**config.mk**
```make
export PLATFORM = sky130hd
export DESIGN_NAME = reg64_piso_tx
export DESIGN_NICKNAME = d
export VERILOG_FILES = /design/src/rtl/reg_piso_pkg.sv /design/src/rtl/reg64_piso_tx_bit_counter.sv /design/src/rtl/reg64_piso_tx.sv
export SDC_FILE = /design/constraint.sdc
export NUM_CORES = 1
export LEC_CHECK = 0
export ABC_AREA = 1
export CELL_PAD_IN_SITES_DETAIL_PLACEMENT = 1
export CELL_PAD_IN_SITES_GLOBAL_PLACEMENT = 2
export CORE_MARGIN = 4
export CORE_UTILIZATION = 31
export DETAILED_ROUTE_END_ITERATION = 8
export PLACE_DENSITY = 0.91
export SKIP_CTS_REPAIR_TIMING = 1
export SYNTH_ARGS = -nofsm -noshare
export SYNTH_HDL_FRONTEND = slang
export SYNTH_SLANG_ARGS = --single-unit
```
**constraint.sdc**
```tcl
create_clock -name clk -period 3.05 [get_ports clk]
set_clock_uncertainty 0.15 [all_clocks]
set_input_delay 0.4575 -clock clk [delete_from_list [all_inputs] [get_ports clk]]
set_output_delay 0.4575 -clock clk [all_outputs]
set_load 0.01 [all_outputs]
```
**src/rtl/reg_piso_pkg.sv**
```systemverilog
// Shared types for the 64-bit register-path serializer: FSM state encoding and default data width.
package reg_piso_pkg;

  typedef enum logic [1:0] {
    IDLE   = 2'd0,
    SHIFT  = 2'd1,
    PARITY = 2'd2
  } state_e;

  localparam int DATA_W = 64;

endpackage

```
**src/rtl/reg64_piso_tx_bit_counter.sv**
```systemverilog
// Frame bit counter: value is the number of data bits already placed on ser_out (0..WIDTH, saturating).
// Zero latency on flags; no backpressure, driven entirely by the parent FSM.
module piso_bit_counter
  import reg_piso_pkg::*;
#(
  parameter int WIDTH = DATA_W
) (
  input  logic clk,
  input  logic rst,
  input  logic cnt_clr,
  input  logic cnt_ld,
  input  logic cnt_inc,
  output logic is_last_data,
  output logic is_full
);

  localparam int CW = $clog2(WIDTH + 1);

  logic [CW-1:0] cnt_q;
  logic [CW-1:0] cnt_d;

  // A load always happens together with bit 0 going out, so it loads 1, not 0.
  always_comb begin
    cnt_d = cnt_q;
    if (cnt_clr) begin
      cnt_d = '0;
    end else if (cnt_ld) begin
      cnt_d = CW'(1);
    end else if (cnt_inc && (cnt_q != CW'(WIDTH))) begin
      cnt_d = cnt_q + CW'(1);
    end
  end

  always_ff @(posedge clk or negedge rst) begin
    if (!rst) begin
      cnt_q <= '0;
    end else begin
      cnt_q <= cnt_d;
    end
  end

  assign is_last_data = (cnt_q == CW'(WIDTH - 1));
  assign is_full      = (cnt_q == CW'(WIDTH));

endmodule

```
**src/rtl/reg64_piso_tx.sv**
```systemverilog
// Parallel-in/serial-out transmitter: first bit on ser_out the cycle after accept, WIDTH (+1 parity) bits per frame.
// in_ready only in IDLE or on the final frame bit (gapless back-to-back); optional parity bit via `PARITY_EN.
module reg64_piso_tx
  import reg_piso_pkg::*;
#(
  parameter int WIDTH     = DATA_W,
  parameter bit MSB_FIRST = 1'b0
) (
  input  logic             clk,
  input  logic             rst,
  input  logic             in_valid,
  output logic             in_ready,
  input  logic [WIDTH-1:0] in_data,
  output logic             ser_out,
  output logic             ser_valid,
  output logic             ser_last,
  output logic             busy
);

  localparam logic [1:0] S_IDLE   = IDLE;
  localparam logic [1:0] S_SHIFT  = SHIFT;
  localparam logic [1:0] S_PARITY = PARITY;

`ifdef PARITY_EN
  localparam bit PAR_EN = 1'b1;
`else
  localparam bit PAR_EN = 1'b0;
`endif

  logic [1:0]       state_q,     state_d;
  logic [WIDTH-1:0] shift_q,     shift_d;
  logic             parity_q,    parity_d;
  logic             ser_out_q,   ser_out_d;
  logic             ser_valid_q, ser_valid_d;
  logic             ser_last_q,  ser_last_d;

  logic             cnt_clr, cnt_ld, cnt_inc;
  logic             cnt_last, cnt_full;
  logic             accept;
  logic             in_first, sh_bit;
  logic [WIDTH-1:0] in_rest,  sh_rest;

  // The shift register holds only the bits not yet presented; ser_out_q is the bit on the wire.
  assign in_first = MSB_FIRST ? in_data[WIDTH-1] : in_data[0];
  assign in_rest  = MSB_FIRST ? {in_data[WIDTH-2:0], 1'b0} : {1'b0, in_data[WIDTH-1:1]};
  assign sh_bit   = MSB_FIRST ? shift_q[WIDTH-1] : shift_q[0];
  assign sh_rest  = MSB_FIRST ? {shift_q[WIDTH-2:0], 1'b0} : {1'b0, shift_q[WIDTH-1:1]};

  assign in_ready = (state_q == S_IDLE) | ser_last_q;
  assign accept   = in_valid & in_ready;

  always_comb begin
    state_d     = state_q;
    shift_d     = shift_q;
    parity_d    = parity_q;
    ser_out_d   = 1'b0;
    ser_valid_d = 1'b0;
    ser_last_d  = 1'b0;
    cnt_clr     = 1'b0;
    cnt_ld      = 1'b0;
    cnt_inc     = 1'b0;
    if (accept) begin
      state_d     = S_SHIFT;
      shift_d     = in_rest;
      parity_d    = ^in_data;
      ser_out_d   = in_first;
      ser_valid_d = 1'b1;
      cnt_ld      = 1'b1;
    end else begin
      case (state_q)
        S_SHIFT: begin
          if (cnt_full) begin
            if (PAR_EN) begin
              state_d     = S_PARITY;
              ser_out_d   = parity_q;
              ser_valid_d = 1'b1;
              ser_last_d  = 1'b1;
            end else begin
              state_d = S_IDLE;
              cnt_clr = 1'b1;
            end
          end else begin
            shift_d     = sh_rest;
            ser_out_d   = sh_bit;
            ser_valid_d = 1'b1;
            cnt_inc     = 1'b1;
            ser_last_d  = cnt_last & ~PAR_EN;
          end
        end
        S_PARITY: begin
          state_d = S_IDLE;
          cnt_clr = 1'b1;
        end
        default: begin
          state_d = S_IDLE;
        end
      endcase
    end
  end

  always_ff @(posedge clk or negedge rst) begin
    if (!rst) begin
      state_q     <= S_IDLE;
      shift_q     <= '0;
      parity_q    <= 1'b0;
      ser_out_q   <= 1'b0;
      ser_valid_q <= 1'b0;
      ser_last_q  <= 1'b0;
    end else begin
      state_q     <= state_d;
      shift_q     <= shift_d;
      parity_q    <= parity_d;
      ser_out_q   <= ser_out_d;
      ser_valid_q <= ser_valid_d;
      ser_last_q  <= ser_last_d;
    end
  end

  piso_bit_counter #(
    .WIDTH(WIDTH)
  ) u_cnt (
    .clk         (clk),
    .rst         (rst),
    .cnt_clr     (cnt_clr),
    .cnt_ld      (cnt_ld),
    .cnt_inc     (cnt_inc),
    .is_last_data(cnt_last),
    .is_full     (cnt_full)
  );

  assign ser_out   = ser_out_q;
  assign ser_valid = ser_valid_q;
  assign ser_last  = ser_last_q;
  assign busy      = (state_q != S_IDLE);

endmodule
```
---- After elaboration in Yosys (flattened, before gate mapping) ----
Cells that the tools add are included.
W data, S select, Z words.
word-level totals
  output and inout port bits .............. 5
  logic and storage cells ................. 45
  register bits ........................... 76
  input bits .............................. 67
operators by class
  muxes and demuxes ....................... 23
  reductions and logical operators ........ 6
  add/sub/neg operators ................... 1
  equality and inequality tests ........... 7
  bitwise gates (word level) .............. 2
operators with widths
  cell                   count
  $mux W64               3
  $mux W7                3
  $mux W1                13
  $add A7 B1 Y7 const B  1
  $eq A7 B6 Y1 const B   1
  $eq A7 B7 Y1 const B   1
  $ne A7 B7 Y1 const B   1
  $mux W2                3
  $reduce_bool A2 Y1     2
  $ne A3 B3 Y1 const B   1
  $reduce_bool A3 Y1     1
  $eq A2 B1 Y1 const B   1
  $eq A2 B2 Y1 const B   1
  $logic_not A2 Y1       1
  $ne A2 B1 Y1 const B   1
  $pmux W1 S2            1
  $reduce_and A2 Y1      1
  $and A1 B1 Y1          1
  $logic_and A1 B1 Y1    1
  $or A1 B1 Y1           1

---- Longest topological paths before layout ----
Gate-level depths: netlist of the first run.
  word-level depth ........................ 8
  depth in mapped cells ................... 10

---- Modules after synthesis ----
A second synthesis of the first run with hierarchy kept.
second synthesis, totals
  cell total of the unflattened synthesis .. 440
  area, all modules ....................... 3657.3 um^2
by module, submodules not included
  module            area each (um^2)  sequential area each (um^2)  instances  cells each
  reg64_piso_tx     3148.0            1676.6                       1          373
  piso_bit_counter  509.2             175.2                        1          67

---- Worst setup path after synthesis of the first run ----
No wires, ideal clock.
  kind .................................... flip-flop to flip-flop
  start ................................... reg u_cnt.cnt_q[0]
  end ..................................... reg shift_q[3]
  required time ........................... 2.776 ns
  cell stages (with the launch flop) ...... 11
  library setup time ...................... 0.124 ns
  clock period less this slack ............ 1.539 ns
  slack ................................... 1.511 ns
  arrival time ............................ 1.265 ns
  cell sequence ........................... dfrtp_1 -> inv_1 -> ha_1 -> nand2_1 -> inv_1 -> nand3_1 -> nand2_1 -> buf_4 -> buf_2 -> nand2_1 -> nand3_1
between the ends
  longest elaborated chain between the ends .. 3
ends and longest elaborated chain
  what                         line                             RTL
  from (decl)                  reg64_piso_tx_bit_counter.sv:19  logic [CW-1:0] cnt_q;
  from (signal assigned)       reg64_piso_tx_bit_counter.sv:38  cnt_q <= cnt_d;
  $eq A7 B7 Y1                 reg64_piso_tx_bit_counter.sv:43  assign is_full = (cnt_q == CW'(WIDTH));
  $ne A2 B1 Y1 (no line)       -
  $reduce_and A2 Y1 (no line)  -
  to (signal assigned)         reg64_piso_tx.sv:111             shift_q <= shift_d;
  to (decl)                    reg64_piso_tx.sv:31              logic [WIDTH-1:0] shift_q, shift_d;
Every way passes these cells.
A chain may end at the register's enable or synchronous reset.

---- Worst setup path after layout of the first run ----
  start ................................... reg state_q[0]
  end ..................................... out in_ready
between the ends
  longest elaborated chain between the ends .. 2
ends and longest elaborated chain
  what                    line                  RTL
  from (decl)             reg64_piso_tx.sv:30   logic [1:0] state_q, state_d;
  from (signal assigned)  reg64_piso_tx.sv:110  state_q <= state_d;
  $logic_not A2 Y1        reg64_piso_tx.sv:49   assign in_ready = (state_q == S_IDLE) | ser_last_q;
  $or A1 B1 Y1            reg64_piso_tx.sv:49
  to (decl)               reg64_piso_tx.sv:12   output logic in_ready,
Every way passes these cells.

==> results of run 1 <==
[registers in the layout, indices dropped and copies added (netlist names)]
register and cells:
ser_valid 1, ser_last 1, shift_q 63, u_cnt.cnt_q 7, state_q 1, ser_out 1
[cells in the final DEF, fill, tap and decap left out]
cell type	count
clkdlybuf4s50_1	70
clkinv_2	3
a21oi_2	1
nand2_2	3
a21oi_1	1
nand2_1	230
nand4_1	2
o21ai_0	2
inv_1	49
clkbuf_8	2
clkbuf_16	9
a21oi_4	1
inv_2	1
ha_1	2
buf_12	5
nor2_1	46
clkbuf_1	1
dfrtp_1	74
xor2_1	1
nand3_1	106
buf_4	7
[worst max-delay path, cell delays in order (launching register included)]
cell,delay [ns]
dfrtp_1,0.51
nand2_1,0.19
clkdlybuf4s50_1,0.56
[cell type report]
cell class | instances | area share (%)
Clock inverter | 3 | 0.298
Clock buffer | 12 | 5.08
Inverter | 50 | 3.72
Multi-Input combinational cell | 395 | 33.1
Tap cell | 168 | 4.17
Timing Repair Buffer | 82 | 16.9
Sequential cell | 74 | 36.7
[stage by stage]
stage / instance area [µm²] / setup slack, ns
2_1_floorplan: 3880 / 1.51
3_3_place_gp: 4770 / 0.701
3_5_place_dp: 4770 / 0.629
4_1_cts: 5050 / 0.840
5_1_grt: 5050 / 0.775
6_report: 5050 / 0.848
[routing by layer]
| metal | vias up | track usage, % | wire [µm] |
|---|---|---|---|
| met5 | - | 0 | 0 |
| met4 | 0 | 5.73 | 168 |
| met3 | 15 | 2.92 | 376 |
| met2 | 60 | 27.0 | 5360 |
| met1 | 1757 | 19.5 | 4810 |
| li1 | 1818 | - | - |
[cell families (layout without fill, tap and decap cells)]
kind of cell / count (synthesis) / in the layout
AND/OR/NAND/NOR: 387 / 387
AO/OA/AOI/OAI: 5 / 5
flip-flops: 74 / 74
XOR/XNOR: 1 / 1
adder cells (fa/ha/maj): 2 / 2
buffers and inverters: 83 / 147
[power groups by stage]
stage | Clock, mW | Combinational, mW | Sequential, mW
after floorplan | 0 | 0.0247 | 1.02
after global placement | 0 | 0.143 | 1.02
after detailed placement | 0 | 0.143 | 1.02
after CTS | 1.01 | 0.144 | 1.01
after global routing | 1.05 | 0.155 | 1.01
final | 0.990 | 0.139 | 1.01
[cell usage after synthesis (2+ instances only)]
cell type  number  area share, %
inv_1          49            4.7
clkbuf_1        5           0.48
nand3_1       106             14
dfrtp_1        74             48
buf_2          22            2.8
nor2_1         46            4.4
ha_1            2           0.64
nand2_1       232             22
nand4_1         2           0.32
o21ai_0         2           0.26
buf_4           5           0.97
[worst max-delay path by stage]
| stage | from | to | slack, ns | cells past startpoint |
|---|---|---|---|---|
| global placement | in_valid | shift_q[39]$_DFFE_PN0P_ | 0.70 | 8 |
| CTS | state_q[0]$_DFFE_PN0P_ | in_ready | 0.84 | 2 |
| finish | state_q[0]$_DFFE_PN0P_ | in_ready | 0.85 | 2 |
| global route | u_cnt.cnt_q[0]$_DFFE_PN0P_ | shift_q[46]$_DFFE_PN0P_ | 0.77 | 9 |
| detailed placement | in_valid | shift_q[57]$_DFFE_PN0P_ | 0.63 | 8 |
| floorplan | u_cnt.cnt_q[0]$_DFFE_PN0P_ | shift_q[3]$_DFFE_PN0P_ | 1.51 | 10 |
==> metrics.md, run 1 <==
| Metric | Value |
|---|---|
| Total track usage | `15.7%` |
| Maximum VDD drop | `0.184 mV` |
| Largest family of logic cells by synthesized area | `simple AND/OR/NAND/NOR gates` |
| HP Class | `primary input to asynchronous set/reset pin` |
| P per Cell Area | `423 nW/µm²` |
| CP required | `2.44 ns` |
| Crit start category | `register` |
| Vias in the first global route | `3840` |
| Synthesized instance count | `552` |
| Fmax | `454 MHz` |
| Number of synthesized flops with an enable pin | `0` |
| Netlist cell types | `18` |
| GRT overflow | `0` |
| Synth-to-layout area growth | `29.9%` |
| Clock Tree Root | `clkbuf_16` |
| Maximum clock insertion buffer count | `2` |
| Worst slew margin | `36.2%` |
| R2R Path Start | `state_q[0]$_DFFE_PN0P_` |
| Yosys reg bits | `74` |
| Ys Warns | `0` |
| CTS Buf Count | `9` |
| Outcome | `finished clean` |
| First-pass GRT wire length | `18200 µm` |
| Largest net degree at the start of global routing | `75` |
| R2R Path End | `shift_q[56]$_DFFE_PN0P_` |
| Synth Area in XOR/XNOR | `0.226%` |
| Synth Area in Compound Gates | `1.03%` |
| Final HPWL DP | `7300 µm` |
| Pins Over Slew Limit | `0` |
| CTS Sinks | `74` |
| Mapped Nets | `621` |
| Internal Power | `1.67 mW` |
| CP arrival | `1.59 ns` |
| Fin crit share | `72.2%` |
| Die Width | `120 µm` |
| Fillers | `1534` |
| Final Wtd Congestion | `0.805` |
| Unrepaired setup endpoints after global routing | `false` |
| Worst hold slack | `0.114 ns` |
| Starting Density | `31.9%` |
| Sequential area share after synthesis | `47.7%` |
| Placed Cells | `769` |
| Syn avg cell area | `7.04 µm²` |
| Minimum clock period | `2.20 ns` |
| Design Power | `2.13 mW` |
| R2r worst-path depth | `5` |
| Hold Fails Final Rpt | `0` |
| Static leakage | `2.57 nW` |
| Vias per cell | `4.66` |
| Pre-Repair DR Iteration Count | `4` |
| Clock Latency Late Sink | `0.34 ns` |
| Number of H-tree levels | `3` |
| Net Switching | `463 µW` |
| Final ANT Viol Nets | `0` |
| Maximum fanout along the worst path | `8` |
| Die height | `120 µm` |
| Clock share of power | `46.4%` |
| Mux contribution to synthesized area | `0%` |
| Diodes inserted | `0` |
| Core Area | `12200 µm²` |
| Final setup violation count | `0` |
| Drt wl/cell | `13.7 µm` |
| Post-synth ARST share | `100%` |
| Io pins | `72` |
| Flop pwr share | `47.1%` |
| Sw Ratio | `21.7%` |
| Nets | `681` |
| WS Path Type | `register to output pin` |
| Crit. End Element | `output pin` |
| DR iter-0 viols | `218` |
| Area of the multi-input gates | `1670 µm²` |
| Fraction of layout cells with a size suffix above 1 | `5.19%` |
| Setup TNS | `0 ns` |
| Synth Area in Simple Gates | `41.0%` |
| PortBufs | `71` |
| Ys flop type | `dfrtp_1` |
| Comb power frac | `6.5%` |
| R2R setup slack | `1.01 ns` |
| DRC viols | `0` |
| Vias post-DR | `3650` |
| Antenna violations before repair | `0` |
| Worst-Margin Slew | `0.957 ns` |
| CTS tree | `done` |
| Register area | `1850 µm²` |
| Post-route insts no fill | `784` |
| Util after Layout | `41.5%` |
| Final WL | `10700 µm` |
| Post-Synth Adder-Cell Area | `0.644%` |
| CTS clock-pin slew for the worst setup and hold paths | `0.06 ns` |
| Max Cap Viol | `0` |
| FP Rows | `40` |
| Mapped Area | `3880 µm²` |
| Die ar. | `14400 µm²` |
Power figures use the tool's default switching activity.
==> run 2, diff against run 1 <==
--- a/config.mk
+++ b/config.mk
@@ -9,9 +9,9 @@
 export CELL_PAD_IN_SITES_DETAIL_PLACEMENT = 1
 export CELL_PAD_IN_SITES_GLOBAL_PLACEMENT = 2
 export CORE_MARGIN = 4
-export CORE_UTILIZATION = 31
+export CORE_UTILIZATION = 29
 export DETAILED_ROUTE_END_ITERATION = 8
-export PLACE_DENSITY = 0.91
+export PLACE_DENSITY = 0.86
 export SKIP_CTS_REPAIR_TIMING = 1
 export SYNTH_ARGS = -nofsm -noshare
 export SYNTH_HDL_FRONTEND = slang
==> constraint.sdc (replaced) <==
create_clock -name clk -period 2.3 [get_ports clk]
set_clock_uncertainty 0.15 [all_clocks]
set_input_delay 0.345 -clock clk [delete_from_list [all_inputs] [get_ports clk]]
set_output_delay 0.345 -clock clk [all_outputs]
set_load 0.01 [all_outputs]
==> run 2 against run 1 <==
Cell count up 1.4%. Via count fell by 0.38%. Register-to-register slack lost 0.59 ns.
==> metrics.md, run 2 (same netlist as run 1, synthesis figures left out) <==
| Metric | Value |
|---|---|
| DRC viols | `0 (unchanged)` |
| Vias post-DR | `3636 (-0.38%)` |
| First-pass GRT wire length | `18500 µm (+1.2%)` |
| DR iter-0 viols | `226 (+3.7%)` |
| Commonest non-fill, non-tap cell in the layout | `nand2_1` |
| CP required | `1.80 ns (-0.64 ns)` |
| Worst slew margin | `64.9% (+29 points)` |
| Fmax | `478 MHz` |
| CTS clock-pin slew for the worst setup and hold paths | `0.06 ns (about the same)` |
| Final ANT Viol Nets | `0 (unchanged)` |
| Final setup violation count | `0 (unchanged)` |
| Synth-to-layout area growth | `30.5%` |
| FP Rows | `42 (+5.0%)` |
| CTS Sinks | `74 (unchanged)` |
| Total track usage | `15.1% (-0.51 points)` |
| Clock Tree Root | `clkbuf_16` |
| Vias per cell | `4.57 (-1.8%)` |
| DR WL met3 | `406 µm (+8.0%)` |
| Largest Register | `shift_q` |
| Max Cap Viol | `0 (unchanged)` |
| Core Area | `13200 µm² (+8.5%)` |
| P per Cell Area | `563 nW/µm² (+33%)` |
| Worst hold slack | `0.341 ns (+0.227 ns)` |
| Hold Fails Final Rpt | `0 (unchanged)` |
| Worst-Margin Slew | `0.525 ns (-0.432 ns)` |
| Fraction of layout cells with a size suffix above 1 | `5.33% (+0.14 points)` |
| Antenna violations before repair | `0 (unchanged)` |
| Diodes inserted | `0 (unchanged)` |
| Unrepaired setup endpoints after global routing | `false` |
| Max Used Layer | `met4` |
| HP Class | `primary input to asynchronous set/reset pin` |
| Nets | `683 (+0.29%)` |
| Max FFs per register | `63 (unchanged)` |
| Length of routed met2 wiring | `5110 µm (-4.6%)` |
| CTS Buf Count | `9 (unchanged)` |
| Io pins | `72 (unchanged)` |
| Maximum VDD drop | `0.282 mV (+53%)` |
| Setup TNS | `0 ns (unchanged)` |
| CP arrival | `1.60 ns (about the same)` |
| Pre-Repair DR Iteration Count | `4 (unchanged)` |
| Maximum clock insertion buffer count | `2 (unchanged)` |
| CTS tree | `done` |
| GRT overflow | `0 (unchanged)` |
| Final WL | `10600 µm (-1.0%)` |
| Die height | `124 µm (+3.2%)` |
| Number of H-tree levels | `3 (unchanged)` |
| Static leakage | `2.58 nW (+0.61%)` |
| Biggest regs | `shift_q x63, u_cnt.cnt_q x7` |
| Vias in the first global route | `3836 (-0.10%)` |
| Largest net degree at the start of global routing | `53 (-29%)` |
| Crit. End Element | `output pin` |
| Commonest non-fill, non-tap cells in the layout | `230 x nand2_1, 106 x nand3_1, 74 x dfrtp_1` |
| Final HPWL DP | `7100 µm (-2.7%)` |
| Fin crit share | `91.0%` |
| Pins Over Slew Limit | `0 (unchanged)` |
| Die Width | `124 µm (+3.2%)` |
| Maximum fanout along the worst path | `8 (unchanged)` |
| Starting Density | `29.4% (-2.5 points)` |
| Outcome | `finished clean` |
| Final Wtd Congestion | `0.776 (-3.6%)` |
| WS Path Type | `register to output pin` |
| Minimum clock period | `2.09 ns` |
| Crit start category | `register` |
| PortBufs | `71 (unchanged)` |
| Die ar. | `15300 µm² (+6.4%)` |
| M1 WL | `5000 µm (+3.8%)` |
| Drt wl/cell | `13.3 µm (-2.4%)` |
| Util after Layout | `38.4% (-3.1 points)` |
| Clock Latency Late Sink | `0.33 ns (about the same)` |
==> run 2: cell types whose count changed in the layout (fill, tap and decap cells not counted), sizes merged <==
| cell | delta |
|---|---|
| buf | +1 |
| clkbuf | +2 |
| clkinv | -1 |
| dlygate4sd3 | +1 |
==> run 2: layout make-up <==
type                       count  area [µm²]
fill                        1653        8120
sequential                    74        1850
multi-input combinational    395        1680
timing repair buffer          84         846
clock buffer                  14         274
tap                          176         220
inverter                      50         188
clock inverter                 2        10.0
==> run 2: worst paths after layout <==
| check | endpoint | cells after the start | startpoint | slack [ns] |
|---|---|---|---|---|
| worst max register to register | shift_q[35]$_DFFE_PN0P_ | 9 | u_cnt.cnt_q[0]$_DFFE_PN0P_ | 0.42 |
| worst min register to register | shift_q[44]$_DFFE_PN0P_ | 2 | shift_q[44]$_DFFE_PN0P_ | 0.36 |
| worst max-delay path | in_ready | 2 | state_q[0]$_DFFE_PN0P_ | 0.21 |
| worst min-delay path | shift_q[51]$_DFFE_PN0P_ | 2 | rst | 0.34 |
| min in group clk | shift_q[44]$_DFFE_PN0P_ | 2 | shift_q[44]$_DFFE_PN0P_ | 0.36 |
| max in group asynchronous | shift_q[35]$_DFFE_PN0P_ | 3 | rst | 1.06 |
==> run 2: power by group <==
group / switching [mW] / internal [mW]
clock network: 0.515 / 0.816
logic: 0.0696 / 0.122
registers: 0.0109 / 1.32
total: 0.595 / 2.26
==> run 2: worst max-delay path, cell delays in order, from the launching register on <==
cell	delay, ns
dfrtp_1	0.50
nand2_1	0.20
clkdlybuf4s50_1	0.57
==> run 2: per-layer routing <==
metal / track usage (%) / up-vias
met5: 0 / -
met3: 4.00 / 6
met1: 20.2 / 1748
li1: - / 1822
met4: 4.01 / 0
met2: 24.4 / 60
==> run 2: per-stage QoR <==
step | setup WS (ns) | power (mW) | cell area [µm²] | cells
detailed placement | 0.265 | 1.55 | 4770 | 778
global route | 0.113 | 3.00 | 5070 | 795
floorplan | 0.761 | 1.39 | 3880 | 552
CTS | 0.169 | 2.91 | 5060 | 794
finish | 0.208 | 2.86 | 5070 | 795
global placement | 0.307 | 1.55 | 4770 | 778
==> run 3, diff against run 2 <==
--- a/config.mk
+++ b/config.mk
@@ -9,10 +9,12 @@
 export CELL_PAD_IN_SITES_DETAIL_PLACEMENT = 1
 export CELL_PAD_IN_SITES_GLOBAL_PLACEMENT = 2
 export CORE_MARGIN = 4
-export CORE_UTILIZATION = 29
+export CORE_UTILIZATION = 30
 export DETAILED_ROUTE_END_ITERATION = 8
-export PLACE_DENSITY = 0.86
+export PLACE_DENSITY = 0.85
 export SKIP_CTS_REPAIR_TIMING = 1
+export SLEW_MARGIN = 30
 export SYNTH_ARGS = -nofsm -noshare
 export SYNTH_HDL_FRONTEND = slang
+export SYNTH_HIERARCHICAL = 1
 export SYNTH_SLANG_ARGS = --single-unit
==> run 3 against run 2 <==
Area after synthesis is 5.8% lower. Clock-buffer cell count fell by 2. Sequential share of layout area is 2.0 points higher. Hold slack improved by 0.013 ns. Routed wire length decreased by 9.9%. Sequential cell count did not move. Critical path type is now register to register. Largest power group unchanged.
==> metrics.md, run 3 <==
| Metric | Value |
|---|---|
| Synth-to-layout area growth | `31.3%` |
| Family with the most delay on the worst path | `simple AND/OR/NAND/NOR gates` |
| Nets | `567 (-17%)` |
| Final setup violation count | `0 (unchanged)` |
| WS Path Type | `register to register` |
| Fin crit share | `90.3% (-0.72 points)` |
| Antenna violations before repair | `0 (unchanged)` |
| Max Cap Viol | `0 (unchanged)` |
| Vias per cell | `5.05 (+10%)` |
| Number of synthesized flops with an enable pin | `0 (unchanged)` |
| Register area | `1850 µm² (unchanged)` |
| Crit. End Element | `register` |
| Vias post-DR | `3283 (-9.7%)` |
| Drt wl/cell | `14.7 µm (+10%)` |
| Vias in the first global route | `3388 (-12%)` |
| Total track usage | `14.6% (-0.54 points)` |
| CTS Sinks | `74 (unchanged)` |
| Ys flop type | `dfrtp_1` |
| Largest net degree at the start of global routing | `101 (+91%)` |
| CTS tree | `done` |
| Clock Tree Root | `clkbuf_16` |
| Final WL | `9560 µm (-9.9%)` |
| Static leakage | `2.20 nW (-15%)` |
| CP arrival | `2.15 ns (+0.55 ns)` |
| Die Width | `118 µm (-4.3%)` |
| CP peak stage delay | `0.44 ns (-0.13 ns)` |
| Largest Register | `shift_q` |
| Ys Warns | `6 (+6)` |
| Starting Density | `30.6% (+1.1 points)` |
| Min-Delay Path Depth | `2` |
| Fillers | `1420 (-14%)` |
| GRT overflow | `0 (unchanged)` |
| Synthesized instance count | `440 (-20%)` |
| Commonest non-fill, non-tap cell in the layout | `nand3_1` |
| Die height | `118 µm (-4.3%)` |
| Hold Path Sink | `shift_q[62]$_DFFE_PN0P_` |
| HP Class | `register to register` |
| Post-synth ARST share | `100% (unchanged)` |
| Max FFs per register | `63 (unchanged)` |
| CTS Buf Count | `9 (unchanged)` |
| Worst hold start | `shift_q[62]$_DFFE_PN0P_` |
| Biggest regs | `shift_q x63, u_cnt/cnt_q x7` |
| Netlist cell types | `25 (+7)` |
| Final Wtd Congestion | `0.766 (-1.3%)` |
| Maximum fanout along the worst path | `8 (unchanged)` |
| Diodes inserted | `0 (unchanged)` |
| Minimum clock period | `2.08 ns (-0.0165 ns)` |
| R2r worst-path depth | `11 (+2)` |
| Setup TNS | `0 ns (unchanged)` |
| Final ANT Viol Nets | `0 (unchanged)` |
| Syn avg cell area | `8.31 µm² (+18%)` |
| Area of the multi-input gates | `1550 µm² (-7.5%)` |
| Core Area | `12000 µm² (-9.3%)` |
| Synth top area cells | `dfrtp_1 51%, nand3_1 26%, nand2_1 9.8%` |
| Number of H-tree levels | `3 (unchanged)` |
| Worst Path Buf+Inv | `4 (+3)` |
| R2R Path Start | `u_cnt/cnt_q[0]$_DFFE_PN0P_` |
| Design Power | `5.70 mW (+99%)` |
| FP Rows | `40 (-4.8%)` |
| Die ar. | `14000 µm² (-8.4%)` |
| Maximum clock insertion buffer count | `2 (unchanged)` |
| Unrepaired setup endpoints after global routing | `false` |
| Crit path cell chain | `inv_1, ha_1, nand4_4, inv_1, inv_1, nor3_2, nor2_1, nand2_4, clkinv_4, nand2_1, nand2_1` |
| First-pass GRT wire length | `16800 µm (-9.1%)` |
| Top-area cell type share of the netlist area | `50.6% (+3.0 points)` |
| Final HPWL DP | `6410 µm (-9.7%)` |
| Hold Fails Final Rpt | `0 (unchanged)` |
| Mapped Nets | `509 (-18%)` |
| P per Cell Area | `1190 nW/µm² (+110%)` |
| Util after Layout | `40.1% (+1.7 points)` |
| Pins Over Slew Limit | `0 (unchanged)` |
| Yosys reg bits | `74 (unchanged)` |
| Clock Latency Late Sink | `0.34 ns (about the same)` |
| R2R setup slack | `0.22 ns (-0.20 ns)` |
| Crit start category | `register` |
| Io pins | `72 (unchanged)` |
| CP most frequent cell | `inv_1` |
| CP required | `2.38 ns (+0.58 ns)` |
| List of most frequent post-synthesis cells | `192 x nand3_1, 95 x nand2_1, 74 x dfrtp_1` |
| Outcome | `finished clean` |
| Post-synth top area cell | `dfrtp_1` |
| R2R Path End | `u_cnt/cnt_q[3]$_DFFE_PN0P_` |
| Top-count cell post-synth | `nand3_1` |
| Worst slew margin | `67.1% (+2.3 points)` |
| Fraction of layout cells with a size suffix above 1 | `7.55% (+2.2 points)` |
| PortBufs | `71 (unchanged)` |
| CTS clock-pin slew for the worst setup and hold paths | `0.06 ns (about the same)` |
| Crit path from | `u_cnt/cnt_q[0]$_DFFE_PN0P_` |
| Mapped Area | `3660 µm² (-5.8%)` |
| Sequential area share after synthesis | `50.6% (+3.0 points)` |
| Commonest non-fill, non-tap cells in the layout | `192 x nand3_1, 93 x nand2_1, 74 x dfrtp_1` |
| Worst-Margin Slew | `0.493 ns (-0.0319 ns)` |
| DR iter-0 viols | `209 (-7.5%)` |
| Slowest cell on crit path | `dfrtp_1` |
| Fmax | `482 MHz (+0.80%)` |
| Pre-Repair DR Iteration Count | `4 (unchanged)` |
| DRC viols | `0 (unchanged)` |
| Maximum VDD drop | `0.455 mV (+62%)` |
==> run 3: cell types whose count changed in the layout (fill, tap and decap cells not counted), moves of 2 or more <==
cell,previous run,this run
o21ai_2,0,2
nor2_4,0,2
clkinvlp_4,0,2
nor2_1,46,9
nor3_1,0,2
inv_1,49,14
nand2_4,0,3
a21oi_4,2,0
nand3_1,106,192
nand2_1,230,93
nand2_2,3,1
buf_4,10,7
==> run 3: how the worst max path moves through the flow <==
stage	endpoint	cells past startpoint
2_1_floorplan	u_cnt/cnt_q[5]$_DFFE_PN0P_	11
5_1_grt	u_cnt/cnt_q[3]$_DFFE_PN0P_	11
4_1_cts	u_cnt/cnt_q[3]$_DFFE_PN0P_	11
3_5_place_dp	u_cnt/cnt_q[4]$_DFFE_PN0P_	7
6_report	u_cnt/cnt_q[3]$_DFFE_PN0P_	11
3_3_place_gp	u_cnt/cnt_q[4]$_DFFE_PN0P_	7
==> run 3: per-layer routing <==
metal	up-vias	GRT usage (%)	share of wire [%]
li1	1608	-	-
met2	56	23.3	48
met3	14	4.31	3.9
met5	-	0	0
met1	1605	19.0	46
met4	0	5.00	1.8
==> run 3: through the flow <==
stage / setup WS [ns] / area (µm²) / std cells / hold slack, ns
after global placement: 0.252 / 4480 / 633 / 0.192
after floorplan: 0.141 / 3660 / 440 / -0.101
after CTS: 0.205 / 4790 / 649 / -0.167
after detailed placement: 0.200 / 4480 / 633 / 0.195
after global routing: 0.0641 / 4800 / 650 / 0.374
final: 0.224 / 4800 / 650 / 0.353
==> run 3: final cells by class <==
class | count | area share [%]
Sequential cell | 74 | 38.6
Multi-Input combinational cell | 316 | 32.4
Timing Repair Buffer | 82 | 17.6
Clock buffer | 12 | 5.34
Tap cell | 147 | 3.83
Inverter | 15 | 1.28
Clock inverter | 4 | 1.04
==> run 3: cells by family (layout without fill, tap and decap cells) <==
family	count (synthesis)	in the layout	share of synthesized area [%]
AO/OA/AOI/OAI	7	7	1.44
AND/OR/NAND/NOR	306	306	39.5
flip-flops	74	74	50.6
buffers and inverters	50	113	7.49
XOR/XNOR	1	1	0.240
adder cells (fa/ha/maj)	2	2	0.684
==> run 3: where the power goes <==
| part | switching (mW) | total, mW | internal [mW] | leakage (nW) |
|---|---|---|---|---|
| sequential | 0.334 | 2.13 | 1.80 | 0.958 |
| clock | 0.543 | 1.44 | 0.897 | 0.145 |
| combinational | 1.27 | 2.12 | 0.853 | 1.10 |
==> run 3: worst register-to-register path: stages, from the launching register on <==
cell and delay, ns:
dfrtp_1 0.44, inv_1 0.13, ha_1 0.20, nand4_4 0.15, inv_1 0.14, inv_1 0.10
nor3_2 0.21, nor2_1 0.13, nand2_4 0.15, clkinv_4 0.07, nand2_1 0.05, nand2_1 0.05
